==> config.mk <==
export PLATFORM = sky130hd
export DESIGN_NAME = cpu_timer
export DESIGN_NICKNAME = d
export VERILOG_FILES = /design/src/rtl/cpu_timer.sv
export SDC_FILE = /design/constraint.sdc
export NUM_CORES = 1
export LEC_CHECK = 0
export CAP_MARGIN = 20
export CORE_ASPECT_RATIO = 0.7
export CORE_MARGIN = 2
export CORE_UTILIZATION = 28
export DETAILED_ROUTE_END_ITERATION = 10
export PLACE_DENSITY = 0.56
export SYNTH_ARGS = -nofsm -noshare
export SYNTH_HDL_FRONTEND = slang
export SYNTH_SLANG_ARGS = --single-unit
==> constraint.sdc <==
create_clock -name i_clk -period 8 [get_ports i_clk]
set_clock_uncertainty 0.1 [all_clocks]
set_input_delay 1.6 -clock i_clk [delete_from_list [all_inputs] [get_ports i_clk]]
set_output_delay 1.6 -clock i_clk [all_outputs]
set_load 0.02 [all_outputs]
==> src/rtl/cpu_timer.sv <==
// Machine timer and software-interrupt source: 64-bit mtime with prescaler,
// 64-bit mtimecmp compare, msip bit, behind a single-cycle peripheral bus.
module cpu_timer #(
    parameter int XLEN       = 32,
    parameter int PRESCALE_W = 16
) (
    input  logic            i_clk,
    input  logic            i_rst,
    input  logic            i_req,
    input  logic            i_we,
    input  logic [4:0]      i_addr,
    input  logic [XLEN-1:0] i_wdata,
    output logic [XLEN-1:0] o_rdata,
    output logic            o_rvalid,
    output logic            o_mti_pending,
    output logic            o_msi_pending
);
    // Bus handshake: i_req is always accepted (no ready); a read issued at
    // edge k returns o_rdata with a one-cycle o_rvalid after edge k, writes
    // never respond, and o_rdata holds its last value while o_rvalid is low.

    localparam logic [2:0] OFF_MTIME_LO = 3'd0;
    localparam logic [2:0] OFF_MTIME_HI = 3'd1;
    localparam logic [2:0] OFF_CMP_LO   = 3'd2;
    localparam logic [2:0] OFF_CMP_HI   = 3'd3;
    localparam logic [2:0] OFF_MSIP     = 3'd4;
    localparam logic [2:0] OFF_PRESCALE = 3'd5;

    logic [63:0]           r_mtime;
    logic [63:0]           r_mtimecmp;
    logic [31:0]           r_hi_snap;
    logic                  r_msip;
    logic [PRESCALE_W-1:0] r_prescale;
    logic [PRESCALE_W-1:0] r_pcnt;
    logic [XLEN-1:0]       r_rdata;
    logic                  r_rvalid;
    logic                  r_mti;

    logic [2:0]      w_off;
    logic            w_wr;
    logic            w_rd;
    logic            w_wr_lo;
    logic            w_wr_hi;
    logic            w_wr_pre;
    logic            w_tick;
    logic [XLEN-1:0] w_rdata_nxt;

    assign w_off    = i_addr[4:2];
    assign w_wr     = i_req & i_we;
    assign w_rd     = i_req & ~i_we;
    assign w_wr_lo  = w_wr && (w_off == OFF_MTIME_LO);
    assign w_wr_hi  = w_wr && (w_off == OFF_MTIME_HI);
    assign w_wr_pre = w_wr && (w_off == OFF_PRESCALE);
    assign w_tick   = (r_pcnt == r_prescale);

    always_comb begin
        w_rdata_nxt = '0;
        case (w_off)
            OFF_MTIME_LO: w_rdata_nxt = r_mtime[31:0];
            OFF_MTIME_HI: w_rdata_nxt = r_hi_snap;
            OFF_CMP_LO:   w_rdata_nxt = r_mtimecmp[31:0];
            OFF_CMP_HI:   w_rdata_nxt = r_mtimecmp[63:32];
            OFF_MSIP:     w_rdata_nxt = {{(XLEN-1){1'b0}}, r_msip};
            OFF_PRESCALE: w_rdata_nxt = {{(XLEN-PRESCALE_W){1'b0}}, r_prescale};
            default:      w_rdata_nxt = '0;
        endcase
    end

    // Prescaler: a PRESCALE write restarts the count; otherwise wrap on tick.
    always_ff @(posedge i_clk or posedge i_rst) begin
        if (i_rst) begin
            r_pcnt <= '0;
        end else if (w_wr_pre || w_tick) begin
            r_pcnt <= '0;
        end else begin
            r_pcnt <= r_pcnt + PRESCALE_W'(1);
        end
    end

    // A software write to either half (or to PRESCALE) swallows that cycle's tick.
    always_ff @(posedge i_clk or posedge i_rst) begin
        if (i_rst) begin
            r_mtime <= '0;
        end else if (w_wr_lo) begin
            r_mtime[31:0] <= i_wdata;
        end else if (w_wr_hi) begin
            r_mtime[63:32] <= i_wdata;
        end else if (w_tick && !w_wr_pre) begin
            r_mtime <= r_mtime + 64'd1;
        end
    end

    always_ff @(posedge i_clk or posedge i_rst) begin
        if (i_rst) begin
            r_mtimecmp <= '1;
            r_msip     <= 1'b0;
            r_prescale <= '0;
        end else if (w_wr) begin
            case (w_off)
                OFF_CMP_LO:   r_mtimecmp[31:0]  <= i_wdata;
                OFF_CMP_HI:   r_mtimecmp[63:32] <= i_wdata;
                OFF_MSIP:     r_msip            <= i_wdata[0];
                OFF_PRESCALE: r_prescale        <= i_wdata[PRESCALE_W-1:0];
                default:      ;
            endcase
        end
    end

    // Reading LO freezes HI so a LO-then-HI pair is a coherent 64-bit sample.
    always_ff @(posedge i_clk or posedge i_rst) begin
        if (i_rst) begin
            r_rdata   <= '0;
            r_rvalid  <= 1'b0;
            r_hi_snap <= '0;
        end else begin
            r_rvalid <= w_rd;
            if (w_rd) begin
                r_rdata <= w_rdata_nxt;
                if (w_off == OFF_MTIME_LO) begin
                    r_hi_snap <= r_mtime[63:32];
                end
            end
        end
    end

    always_ff @(posedge i_clk or posedge i_rst) begin
        if (i_rst) begin
            r_mti <= 1'b0;
        end else begin
            r_mti <= (r_mtime >= r_mtimecmp);
        end
    end

    assign o_rdata       = r_rdata;
    assign o_rvalid      = r_rvalid;
    assign o_mti_pending = r_mti;
    assign o_msi_pending = r_msip;

endmodule

# [Word level (Yosys, flattened, before mapping)]
# Index checks and enable logic that the tools add are counted.
# Widths: inputs -> output; s select.
[totals] inputBits=41 register_bits=227 out_inout_bits=35 word_cells=47
[op_classes] n_addsub=2 bitwise=4 eq_ne=7 reduce_logical=16 muxes=6 order_cmp=1
[ops] op="$pmux 32 s6" count=1
[ops] op="$mux 32" count=3
[ops] op="$add 64x1->64 const B" count=1
[ops] op="$ge 64x64->1" count=1
[ops] op="$mux 64" count=1
[ops] op="$add 16x1->16 const B" count=1
[ops] op="$eq 16x16->1" count=1
[ops] op="$mux 16" count=1
[ops] op="$reduce_and 2->1" count=7
[ops] op="$eq 3x2->1 const B" count=2
[ops] op="$eq 3x3->1 const B" count=2
[ops] op="$logic_and 1x1->1" count=4
[ops] op="$reduce_bool 2->1" count=2
[ops] op="$eq 3x1->1 const B" count=1
[ops] op="$logic_not 3->1" count=1
[ops] op="$and 1x1->1" count=2
[ops] op="$ne 2x2->1 const B" count=1
[ops] op="$not 1->1" count=2
[ops] op="$logic_not 1->1" count=1
[ops] op="$logic_or 1x1->1" count=1

# [Depth between registers and ports, before layout]
# Gate-level depths: netlist of the first run.
[depth] ltp_word=7 depth_mapped=10 ltp_nobuf=9

# [Worst setup path before layout of the first run]
# OpenSTA, ideal clock, no wires.
[synth_timing] path_type="in2reg" startpoint="input i_addr[3]" endpoint="register r_mtime[51]" cell_stages=7 arrival_time_ps=3236 required_ps=7774 slack_ps=4538 path_buffers=3 setup_ps=126 cell_sequence="buf_2 > nand2b_1 > nor3_1 > clkbuf_1 > clkbuf_1 > o21ai_0 > a221o_1"
[synth_via] elab_chain_cells=6 word_cells_on_any_way=12 cone_classes="eq/ne: 2; mux: 1; bitwise: 1; reduce/logical: 8"
[synth_rtl] item="from (decl)" line="11" rtl="input logic [4:0] i_addr,"
[synth_rtl] item="$eq 3x3->1" line="53" rtl="assign w_wr_pre = w_wr && (w_off == OFF_PRESCALE);"
[synth_rtl] item="$logic_and 1x1->1" line="53"
[synth_rtl] item="$logic_not 1->1" line="88" rtl="end else if (w_tick && !w_wr_pre) begin"
[synth_rtl] item="$logic_and 1x1->1" line="88"
[synth_rtl] item="$reduce_bool 2->1 (no source line)"
[synth_rtl] item="$reduce_and 2->1 (no source line)"
[synth_rtl] item="to (signal assigned)" line="87" rtl="r_mtime[63:32] <= i_wdata;"
[synth_rtl] item="to (signal assigned)" line="89" rtl="r_mtime <= r_mtime + 64'd1;"
[synth_rtl] item="to (decl)" line="29" rtl="logic [63:0] r_mtime;"
# Parallel ways exist; a longest one is shown, timed or not.
# A chain may end at the register's enable or synchronous reset.

# [Final worst setup path of the first run]
[layout_timing] startpoint="input i_addr[3]" endpoint="register r_mtime[30]"
# The elaborated chain is that of the path after synthesis.

==> results.yml, run 1 <==
status:
  status: "finished clean"
detailed_routing:
  wire_per_inst_um: 19.99
  viasPerCell: 5.223
  vias: 10690
  drt_first_iter_violations: 1038
  first_pass_iters: 6
  drc_errors: 0
  ant_nets: 0
  drt-total-wl_um: 40900
clocking:
  cts_tree: "built"
  htree_levels: 1
  hold_buffers: 0
  postCtsSetupBuffers: 0
  cts.repair.resized: 0
  path_clk_slew_ns: 0.06
  cts.sinks: 227
  clk_latency_ns: 0.54
  cts_root_buffer: "clkbuf_16"
  cts_max_path_buffers: 3
  cts_made_buffers: 27
critical_path:
  reg2reg_slack_ns: 4.23
  worstSetupPathType: "input pin to flip-flop"
  start_kind: "input pin"
  crit_path_cell_trace: "clkdlybuf4s50_1 -> buf_4 -> nand2b_1 -> nor2_2 -> buf_4 -> nor4_2 -> buf_4 -> nand2_1 -> or3_1 -> a31oi_1"
  critPathBufInv: 4
  arrival_ns: 5.39
  critPathRequiredTime_ns: 8.36
  critical_path.most_common_cell: "buf_4"
  critPathMaxStageDelay_ns: 0.76
  end_kind: "flip-flop"
  critPathMaxFanout: 19
  cp_top_family: "simple AND/OR/NAND/NOR gates"
  cp_slowest_cell: "nor4_2"
synth:
  ys_seq_elements: 227
  synth_area_per_cell_um2: 9.326
  async_reset_ff_share_pct: 100.0
  syn_area_um2: 12720
  yosys_warnings: 0
  syn-num-nets: 1471
  yosysSeqAreaShare_pct: 45.28
  synth.distinct_cells: 65
  synthCells: 1364
  synth_edf_count: 0
  synth-main-ff-cell: "dfrtp_1"
final_layout:
  fillerInstances: 4563
  layout.nets: 1529
  layout-drive-gt1-share_pct: 14.36
  final_cells: 2046
  synthToLayoutAreaGrowth_pct: 18.73
pwr:
  power_density_nw_per_um2: 264.5
  p_sw_share_pct: 33.22
  p_int_w: 0.002668
  total_power_w: 0.003995
  pwr-share-seq_pct: 43.6
  combPwrFrac_pct: 24.7
  cellLeakagePower_nw: 6.358
  power_frac_clock_pct: 31.7
  ir_worst_vdd_uv: 132.7
  p_switching_w: 0.001327
timing:
  holdWs_ns: 0.3772
  fin_crit_ns: 5.033
  finalHoldViolations: 0
  fin_ws_ns: 2.967
  rsz0062_at_grt: "false"
  setup_viol: 0
  tightestPinTransition_ns: 1.087
  tns_ns: 0
  slew_headroom_pct: 26.65
  final_max_slew_viol_count: 0
  post-route-period-util_pct: 62.92
  fmax_mhz: 198.7
floorplanning:
  die-area_um2: 47180
  chipHeight_um: 182.3
  core_um2: 44970
  chipWidth_um: 258.8
  num_io_pins: 76
  rows: 65
  start_util_pct: 28.28
placed_design:
  dp_slack_ns: 2.468
  place_hpwl_um: 28990
  gp_congestion: 0.8552
  portBuffers: 73
  dp.cells: 1994
hold_path:
  hp-class: "flip-flop to flip-flop"
global_routing:
  gr-usage-all-layers_pct: 17.33
  grt_pass1_vias: 10460
  grt-ovfl-total: 0
  grt_max_degree: 121
  antenna_found_initial: 5
  grt_pass1_wl_um: 63680
job:
  maxCapViolations: 0
area by class of cell:
class / count / area, um^2 / area share, %
sequential: 227 / 5761 / 38.14
multi-input combinational: 991 / 6427 / 42.56
clock buffer: 43 / 825.8 / 5.468
timing repair buffer: 99 / 953.4 / 6.313
tap: 603 / 754.5 / 4.995
antenna: 1 / 2.502 / 0.01657
clock inverter: 6 / 86.33 / 0.5716
inverter: 76 / 292.8 / 1.939
worst paths after layout:
kind | cells past startpoint | to | startpoint
worst min register to register | 2 | o_rdata[17]$_DFFE_PP0P_ | o_rdata[17]$_DFFE_PP0P_
worst min-delay path | 2 | o_rdata[17]$_DFFE_PP0P_ | o_rdata[17]$_DFFE_PP0P_
worst max-delay path | 10 | r_mtime[30]$_DFFE_PP0P_ | i_addr[3]
max in group asynchronous | 4 | r_mtimecmp[1]$_DFFE_PP1P_ | i_rst
worst max register to register | 8 | o_mti_pending$_DFF_PP0_ | r_mtimecmp[11]$_DFFE_PP1P_
min in group asynchronous | 2 | o_rdata[20]$_DFFE_PP0P_ | i_rst
cells in the mapped netlist, types with 6 or more instances:
cell / count / share of area [%]
nand2_1: 233 / 6.9
dfrtp_1: 163 / 32
o21ai_0: 150 / 5.9
inv_1: 76 / 2.2
ha_1: 66 / 6.5
dfstp_2: 64 / 13
nor2_1: 57 / 1.7
a21oi_1: 55 / 2.2
nand3_1: 54 / 2.1
xor2_1: 49 / 3.4
clkbuf_1: 47 / 1.4
mux2_2: 40 / 3.5
nand4_1: 32 / 1.6
a221oi_1: 26 / 1.8
and3_1: 23 / 1.1
a22o_1: 17 / 1.2
mux2i_1: 15 / 1.2
nor3_1: 15 / 0.59
xnor2_1: 15 / 1.0
buf_2: 14 / 0.55
a21o_1: 11 / 0.65
a31oi_1: 9 / 0.44
nor4_2: 8 / 0.79
o21ai_1: 8 / 0.31
and2_1: 7 / 0.34
buf_1: 7 / 0.21
a22oi_1: 6 / 0.35
and4_1: 6 / 0.41
nor4_1: 6 / 0.30
o22ai_1: 6 / 0.30
kinds of logic after synthesis:
logic type	count (synthesis)	share of synthesized area, %
buffers and inverters	146	4.505
and+or+nand+nor	475	18.38
muxes	56	4.898
DFF	227	45.28
AOI/OAI and AO/OA	330	16.03
xor gates and xnor gates	64	4.406
adders and majority gates	66	6.492
registers in the layout (all words and copies together), names as in the netlist:
signal and cells:
r_prescale 16, o_rdata 32, o_rvalid 1, r_hi_snap 32, o_mti_pending 1, r_mtimecmp 64
o_msi_pending 1, r_mtime 64, r_pcnt 16
power groups by stage:
| stage | combinational (W) | sequential (W) | clock (W) |
|---|---|---|---|
| final | 0.000988 | 0.00174 | 0.00126 |
| after global routing | 0.00113 | 0.00178 | 0.00133 |
| after CTS | 0.000988 | 0.00174 | 0.00129 |
| after detailed placement | 0.000980 | 0.00176 | 0 |
| after global placement | 0.000957 | 0.00175 | 0 |
| after floorplan | 0.000650 | 0.00169 | 0 |
routing by layer:
metal | GRT usage [%] | part of all wire, % | vias to the layer above
met2 | 25.73 | 42 | 337
met5 | 0 | 0.098 | -
met1 | 25.70 | 49 | 5287
met3 | 3.208 | 6.9 | 71
li1 | - | - | 4983
met4 | 4.416 | 2.7 | 8
cells in the final DEF (no fill, tap or decap), drive strengths merged, types with 15 or more instances in the layout:
cell type      count
xnor2             15
o21ai            158
nand4             34
clkbuf            43
a22o              17
dfstp             64
a21oi             55
nor4              16
ha                66
nand2            233
and3              23
dfrtp            163
nor2              61
xor2              49
a221oi            26
inv               76
nor3              19
buf               26
mux2i             15
clkdlybuf4s50     73
nand3             56
mux2              40
per-stage QoR:
step / util (%) / cell area (um^2)
floorplan: - / 12720
global route: 33.58 / 15100
CTS: 33.48 / 15060
global placement: 31.45 / 14150
detailed placement: 31.45 / 14150
finish: 33.58 / 15100
worst reg2reg max path, delay by kind of cell (launching register included):
kind,cells,cell delay (ns)
AND/OR/NAND/NOR,2,0.41
adder cells (fa/ha/maj),1,0.31
buffers and inverters,1,0.05
flip-flops,1,0.53
AO/OA/AOI/OAI,4,2.32
No activity file was read; power rests on OpenSTA's default activity.
==> inputs of run 2 (changes only) <==
--- a/config.mk
+++ b/config.mk
@@ -10,7 +10,7 @@
 export CORE_MARGIN = 2
 export CORE_UTILIZATION = 28
 export DETAILED_ROUTE_END_ITERATION = 10
-export PLACE_DENSITY = 0.56
+export PLACE_DENSITY = 0.55
 export SYNTH_ARGS = -nofsm -noshare
 export SYNTH_HDL_FRONTEND = slang
 export SYNTH_SLANG_ARGS = --single-unit
==> constraint.sdc (replaced) <==
create_clock -name i_clk -period 4.8 [get_ports i_clk]
set_clock_uncertainty 0.1 [all_clocks]
set_input_delay 0.96 -clock i_clk [delete_from_list [all_inputs] [get_ports i_clk]]
set_output_delay 0.96 -clock i_clk [all_outputs]
set_load 0.02 [all_outputs]
==> run 2 against run 1 <==
  * Worst hold slack worse by 0.0024 ns
  * Total power is 70% higher
  * Clock-buffer cell count is 5 lower
  * Via count stayed put
  * Critical path type unchanged
  * Critical endpoint is now r_mtime[35]$_DFFE_PP0P_
==> results.yml, run 2 (synthesis gave the netlist of run 1 again) <==
clocking:
  htree_levels: 1
  clk_latency_ns: 0.53
  hold_buffers: 0
  cts.repair.resized: 0
  postCtsSetupBuffers: 0
  cts_made_buffers: 27
  cts_tree: "built"
  cts_root_buffer: "clkbuf_16"
  path_clk_slew_ns: 0.06
  cts.sinks: 227
  cts_max_path_buffers: 3
critical_path:
  r2r-end: "o_mti_pending$_DFF_PP0_"
  path_depth: 7
  crit_path_end: "r_mtime[35]$_DFFE_PP0P_"
  rr_startpoint: "r_mtimecmp[30]$_DFFE_PP1P_"
  worstSetupPathType: "input pin to flip-flop"
  critPathBufInv: 2
  critPathMaxFanout: 12
  cp_top_family: "simple AND/OR/NAND/NOR gates"
  arrival_ns: 3.94
  reg2reg_depth: 9
  critPathRequiredTime_ns: 5.11
  end_kind: "flip-flop"
  start_kind: "input pin"
  critPathMaxStageDelay_ns: 0.68
  crit_path_cell_trace: "clkdlybuf4s50_1 -> buf_4 -> nor3_4 -> nand3_1 -> nand2_1 -> nor4_1 -> a311o_1"
  startpoint: "i_addr[3]"
  cp_slowest_cell: "clkdlybuf4s50_1"
  reg2reg_slack_ns: 1.24
detailed_routing:
  drt_first_iter_violations: 1057
  wire_per_inst_um: 20.11
  ant_nets: 0
  vias: 10690
  drc_errors: 0
  drt-total-wl_um: 41300
  viasPerCell: 5.205
  first_pass_iters: 5
placed_design:
  portBuffers: 73
  gp_congestion: 0.8465
  dpl_cell_area_um2: 14250
  place_hpwl_um: 29920
timing:
  post-route-period-util_pct: 75.53
  setup_viol: 0
  rsz0062_at_grt: "false"
  tightestPinTransition_ns: 0.7876
  fin_crit_ns: 3.626
  final_max_slew_viol_count: 0
  slew_headroom_pct: 47.50
  finalHoldViolations: 0
  fmax_mhz: 275.8
  tns_ns: 0
floorplanning:
  core_um2: 44970
  num_io_pins: 76
  chipHeight_um: 182.3
  chipWidth_um: 258.8
  die-area_um2: 47180
  rows: 65
  start_util_pct: 28.28
final_layout:
  final_common_cell: "nand2_1"
  reg_top3: "r_mtime: 64 flops, r_mtimecmp: 64 flops"
  mostFrequentLayoutCells: "233 x nand2_1, 163 x dfrtp_1, 150 x o21ai_0, 75 x inv_1, 73 x clkdlybuf4s50_1"
  layout-drive-gt1-share_pct: 15.17
  fin_util_pct: 33.85
  design_area_um2: 15220
  n_antenna_cell: 0
  synthToLayoutAreaGrowth_pct: 19.66
  layout.nets: 1537
pwr:
  cellLeakagePower_nw: 6.423
  p_int_w: 0.004553
  combPwrFrac_pct: 24.5
  pwr-share-seq_pct: 43.0
  power_density_nw_per_um2: 445.9
  p_switching_w: 0.002235
  total_power_w: 0.006788
  power_frac_clock_pct: 32.6
  ir_worst_vdd_uv: 204.1
  p_sw_share_pct: 32.93
status:
  status: "finished clean"
job:
  maxCapViolations: 0
global_routing:
  antenna_found_initial: 3
  grt-ovfl-total: 0
  gr-usage-all-layers_pct: 17.53
  grt_pass1_vias: 10540
  grt_pass1_wl_um: 64250
  grt_max_degree: 137
hold_path:
  hp-class: "flip-flop to flip-flop"
run 2: tightest hold or removal path, stage by stage, from the launching register on:
cell	delay, ns
dfrtp_1	0.34
nand2_1	0.04
o21ai_0	0.06
run 2: final cells by class:
class	instances	area (um^2)
clock inverters	11	160.2
well taps	603	754.5
inverters	76	289.0
clock buffers	38	807.0
multi-input cells	991	6427
repair buffers	107	1023
flip-flops and latches	227	5761
fillers	4569	29750
run 2: power by group through the flow:
stage | clock, W | sequential (W) | combinational, W
after detailed placement | 0 | 0.00294 | 0.00165
after floorplan | 0 | 0.00282 | 0.00108
after global placement | 0 | 0.00292 | 0.00161
final | 0.00221 | 0.00292 | 0.00166
after global routing | 0.00234 | 0.00298 | 0.00188
after CTS | 0.00225 | 0.00290 | 0.00166
run 2: metrics by stage:
step           setup WS [ns]  instances  hold WS [ns]
2_1_floorplan         0.8263       1364        0.3498
3_3_place_gp          0.7252       2004        0.3619
3_5_place_dp          0.7061       2004        0.3708
4_1_cts                1.235       2053        0.3839
5_1_grt                1.051       2053        0.4086
6_report               1.174       2053        0.3747
run 2: worst min-delay path by stage:
stage / start / end / slack, ns / cells after the start
global route: o_rdata[15]$_DFFE_PP0P_ / o_rdata[15]$_DFFE_PP0P_ / 0.41 / 2
finish: o_rdata[14]$_DFFE_PP0P_ / o_rdata[14]$_DFFE_PP0P_ / 0.37 / 2
global placement: o_rdata[13]$_DFFE_PP0P_ / o_rdata[13]$_DFFE_PP0P_ / 0.36 / 2
floorplan: r_hi_snap[30]$_DFFE_PP0P_ / r_hi_snap[30]$_DFFE_PP0P_ / 0.35 / 2
detailed placement: o_rdata[11]$_DFFE_PP0P_ / o_rdata[11]$_DFFE_PP0P_ / 0.37 / 2
CTS: o_rdata[11]$_DFFE_PP0P_ / o_rdata[11]$_DFFE_PP0P_ / 0.38 / 2
run 2: per-layer routing:
| layer | track usage (%) | up-vias | wire [um] |
|---|---|---|---|
| met5 | 0 | - | 33 |
| met4 | 4.601 | 6 | 1073 |
| met3 | 2.847 | 73 | 2668 |
| met2 | 25.72 | 330 | 17220 |
| met1 | 26.46 | 5290 | 20300 |
| li1 | - | 4987 | - |
==> inputs of run 3 (changes only) <==
==> constraint.sdc (replaced) <==
create_clock -name i_clk -period 3.55 [get_ports i_clk]
set_clock_uncertainty 0.1 [all_clocks]
set_input_delay 0.71 -clock i_clk [delete_from_list [all_inputs] [get_ports i_clk]]
set_output_delay 0.71 -clock i_clk [all_outputs]
set_load 0.02 [all_outputs]
==> run 3 against run 2 <==
  * Global-route usage up 0.31 points
  * Clock power up 29%
  * Largest power group unchanged
  * Sequential share of layout area down 0.76 points
  * Setup slack worse by 0.90 ns
  * Combinational power up 48%
  * Core utilization up 0.69 points
  * Highest routed layer unchanged
  * Cell count up 2.0%
  * Critical path type is now flip-flop to flip-flop
==> results.yml, run 3 (synthesis gave the netlist of run 1 again) <==
status:
  status: "finished clean"
floorplanning:
  chipHeight_um: 182.3
  start_util_pct: 28.28
  rows: 65
  num_io_pins: 76
  core_um2: 44970
  die-area_um2: 47180
  chipWidth_um: 258.8
hold_path:
  hold_end: "o_rdata[5]$_DFFE_PP0P_"
  holdPathStages: 2
  hp-class: "flip-flop to flip-flop"
  min_from: "o_rdata[5]$_DFFE_PP0P_"
global_routing:
  use_met2_pct: 26.63
  gr-usage-all-layers_pct: 17.84
  grt_pass1_vias: 10550
  use_met3_pct: 2.556
  met1_usage_pct: 27.10
  antenna_found_initial: 2
  grt.busiest_layer: "met1"
  grt_max_degree: 66
  grt-ovfl-total: 0
  grt_pass1_wl_um: 65070
critical_path:
  arrival_ns: 3.64
  reg2reg_depth: 10
  end_kind: "flip-flop"
  r2r-end: "o_mti_pending$_DFF_PP0_"
  rr_startpoint: "r_mtimecmp[11]$_DFFE_PP1P_"
  reg2reg_slack_ns: 0.28
  worstSetupPathType: "flip-flop to flip-flop"
  critPathMaxFanout: 3
  start_kind: "flip-flop"
  critPathRequiredTime_ns: 3.92
pwr:
  ir_worst_vdd_uv: 261.0
  total_power_w: 0.009175
  cellLeakagePower_nw: 6.629
  power_density_nw_per_um2: 590.6
clocking:
  cts_root_buffer: "clkbuf_16"
  clk_latency_ns: 0.54
  cts_max_path_buffers: 3
  cts.sinks: 227
  htree_levels: 1
  path_clk_slew_ns: 0.06
  cts_made_buffers: 27
  postCtsSetupBuffers: 0
  hold_buffers: 0
  cts_tree: "built"
  cts.repair.resized: 0
final_layout:
  multi_input_area_um2: 6427
  mostFrequentLayoutCells: "233 x nand2_1, 163 x dfrtp_1, 150 x o21ai_0, 75 x inv_1, 73 x clkdlybuf4s50_1"
  n_antenna_cell: 0
  layout-drive-gt1-share_pct: 17.30
  reg_top3: "r_mtime: 64 flops, r_mtimecmp: 64 flops"
  ff_latch_area_um2: 5761
  fillerInstances: 4570
  layout.nets: 1578
  final_common_cell: "nand2_1"
  synthToLayoutAreaGrowth_pct: 22.11
detailed_routing:
  drt-total-wl_um: 41970
  viasPerCell: 5.228
  drc_errors: 0
  drt_first_iter_violations: 1030
  vias: 10950
  ant_nets: 0
  wire_per_inst_um: 20.04
  first_pass_iters: 6
job:
  maxCapViolations: 0
timing:
  setup_viol: 0
  tns_ns: 0
  rsz0062_at_grt: "false"
  final_max_slew_viol_count: 0
  post-route-period-util_pct: 92.15
  holdWs_ns: 0.3729
  slew_headroom_pct: 46.10
  finalHoldViolations: 0
  fmax_mhz: 305.7
  tightestPinTransition_ns: 0.8068
  fin_crit_ns: 3.271
placed_design:
  gp_congestion: 0.9007
  portBuffers: 73
  place_hpwl_um: 31120
-- run 3: cell types whose count changed in the layout (fill, tap and decap cells not counted) --
cell,previous run,this run
clkbuf_8,9,10
bufinv_16,4,2
clkbuf_1,2,5
buf_12,3,7
clkinvlp_4,3,1
clkinv_4,0,1
buf_4,31,68
clkinv_2,5,4
-- run 3: worst max-delay path by stage --
stage | depth (start not counted) | slack [ns] | endpoint | start
floorplan | 1 | -0.17 | o_msi_pending$_DFFE_PP0P_ | i_rst
global placement | 10 | 0.33 | o_mti_pending$_DFF_PP0_ | r_mtimecmp[11]$_DFFE_PP1P_
detailed placement | 9 | 0.33 | o_rdata[29]$_DFFE_PP0P_ | i_addr[3]
CTS | 10 | 0.29 | o_mti_pending$_DFF_PP0_ | r_mtimecmp[11]$_DFFE_PP1P_
global route | 10 | 0.14 | o_mti_pending$_DFF_PP0_ | r_mtimecmp[9]$_DFFE_PP1P_
finish | 10 | 0.28 | o_mti_pending$_DFF_PP0_ | r_mtimecmp[11]$_DFFE_PP1P_
-- run 3: critical path, cell delays in order (launching register included) --
cell and delay [ns]:
dfstp_2 0.53, inv_1 0.05, ha_1 0.31, nand4_1 0.22, a2111oi_0 0.51, buf_4 0.19
nor4_1 0.06, o311a_1 0.36, o311ai_0 0.51, buf_4 0.22, a31o_2 0.17
-- run 3: per-layer routing --
metal / wire (um) / vias to the layer above
li1: - / 5077
met1: 20620 / 5404
met2: 17740 / 404
met3: 2794 / 59
met4: 792 / 4
met5: 25 / -
-- run 3: layout make-up --
| class | instances | share of cell area [%] |
|---|---|---|
| inverters | 76 | 1.861 |
| clock inverters | 7 | 0.5719 |
| repair buffers | 148 | 8.892 |
| flip-flops and latches | 227 | 37.08 |
| multi-input cells | 991 | 41.38 |
| clock buffers | 42 | 5.356 |
| well taps | 603 | 4.857 |
-- run 3: power by group --
| part | leakage, nW | internal [W] | switching [W] |
|---|---|---|---|
| Combinational | 3.45 | 0.00109 | 0.00138 |
| Sequential | 2.72 | 0.00330 | 0.000547 |
| Clock | 0.459 | 0.00174 | 0.00112 |
| Total | 6.63 | 0.00613 | 0.00304 |
-- run 3: through the flow --
step	instances	util [%]	setup slack, ns	instance area, um^2
after CTS	2094	34.54	0.2934	15530
after global routing	2094	34.54	0.1372	15530
after detailed placement	2045	32.49	0.3259	14610
final	2094	34.54	0.2786	15530
after global placement	2045	32.49	0.3301	14610
after floorplan	1364	-	-0.1737	12720
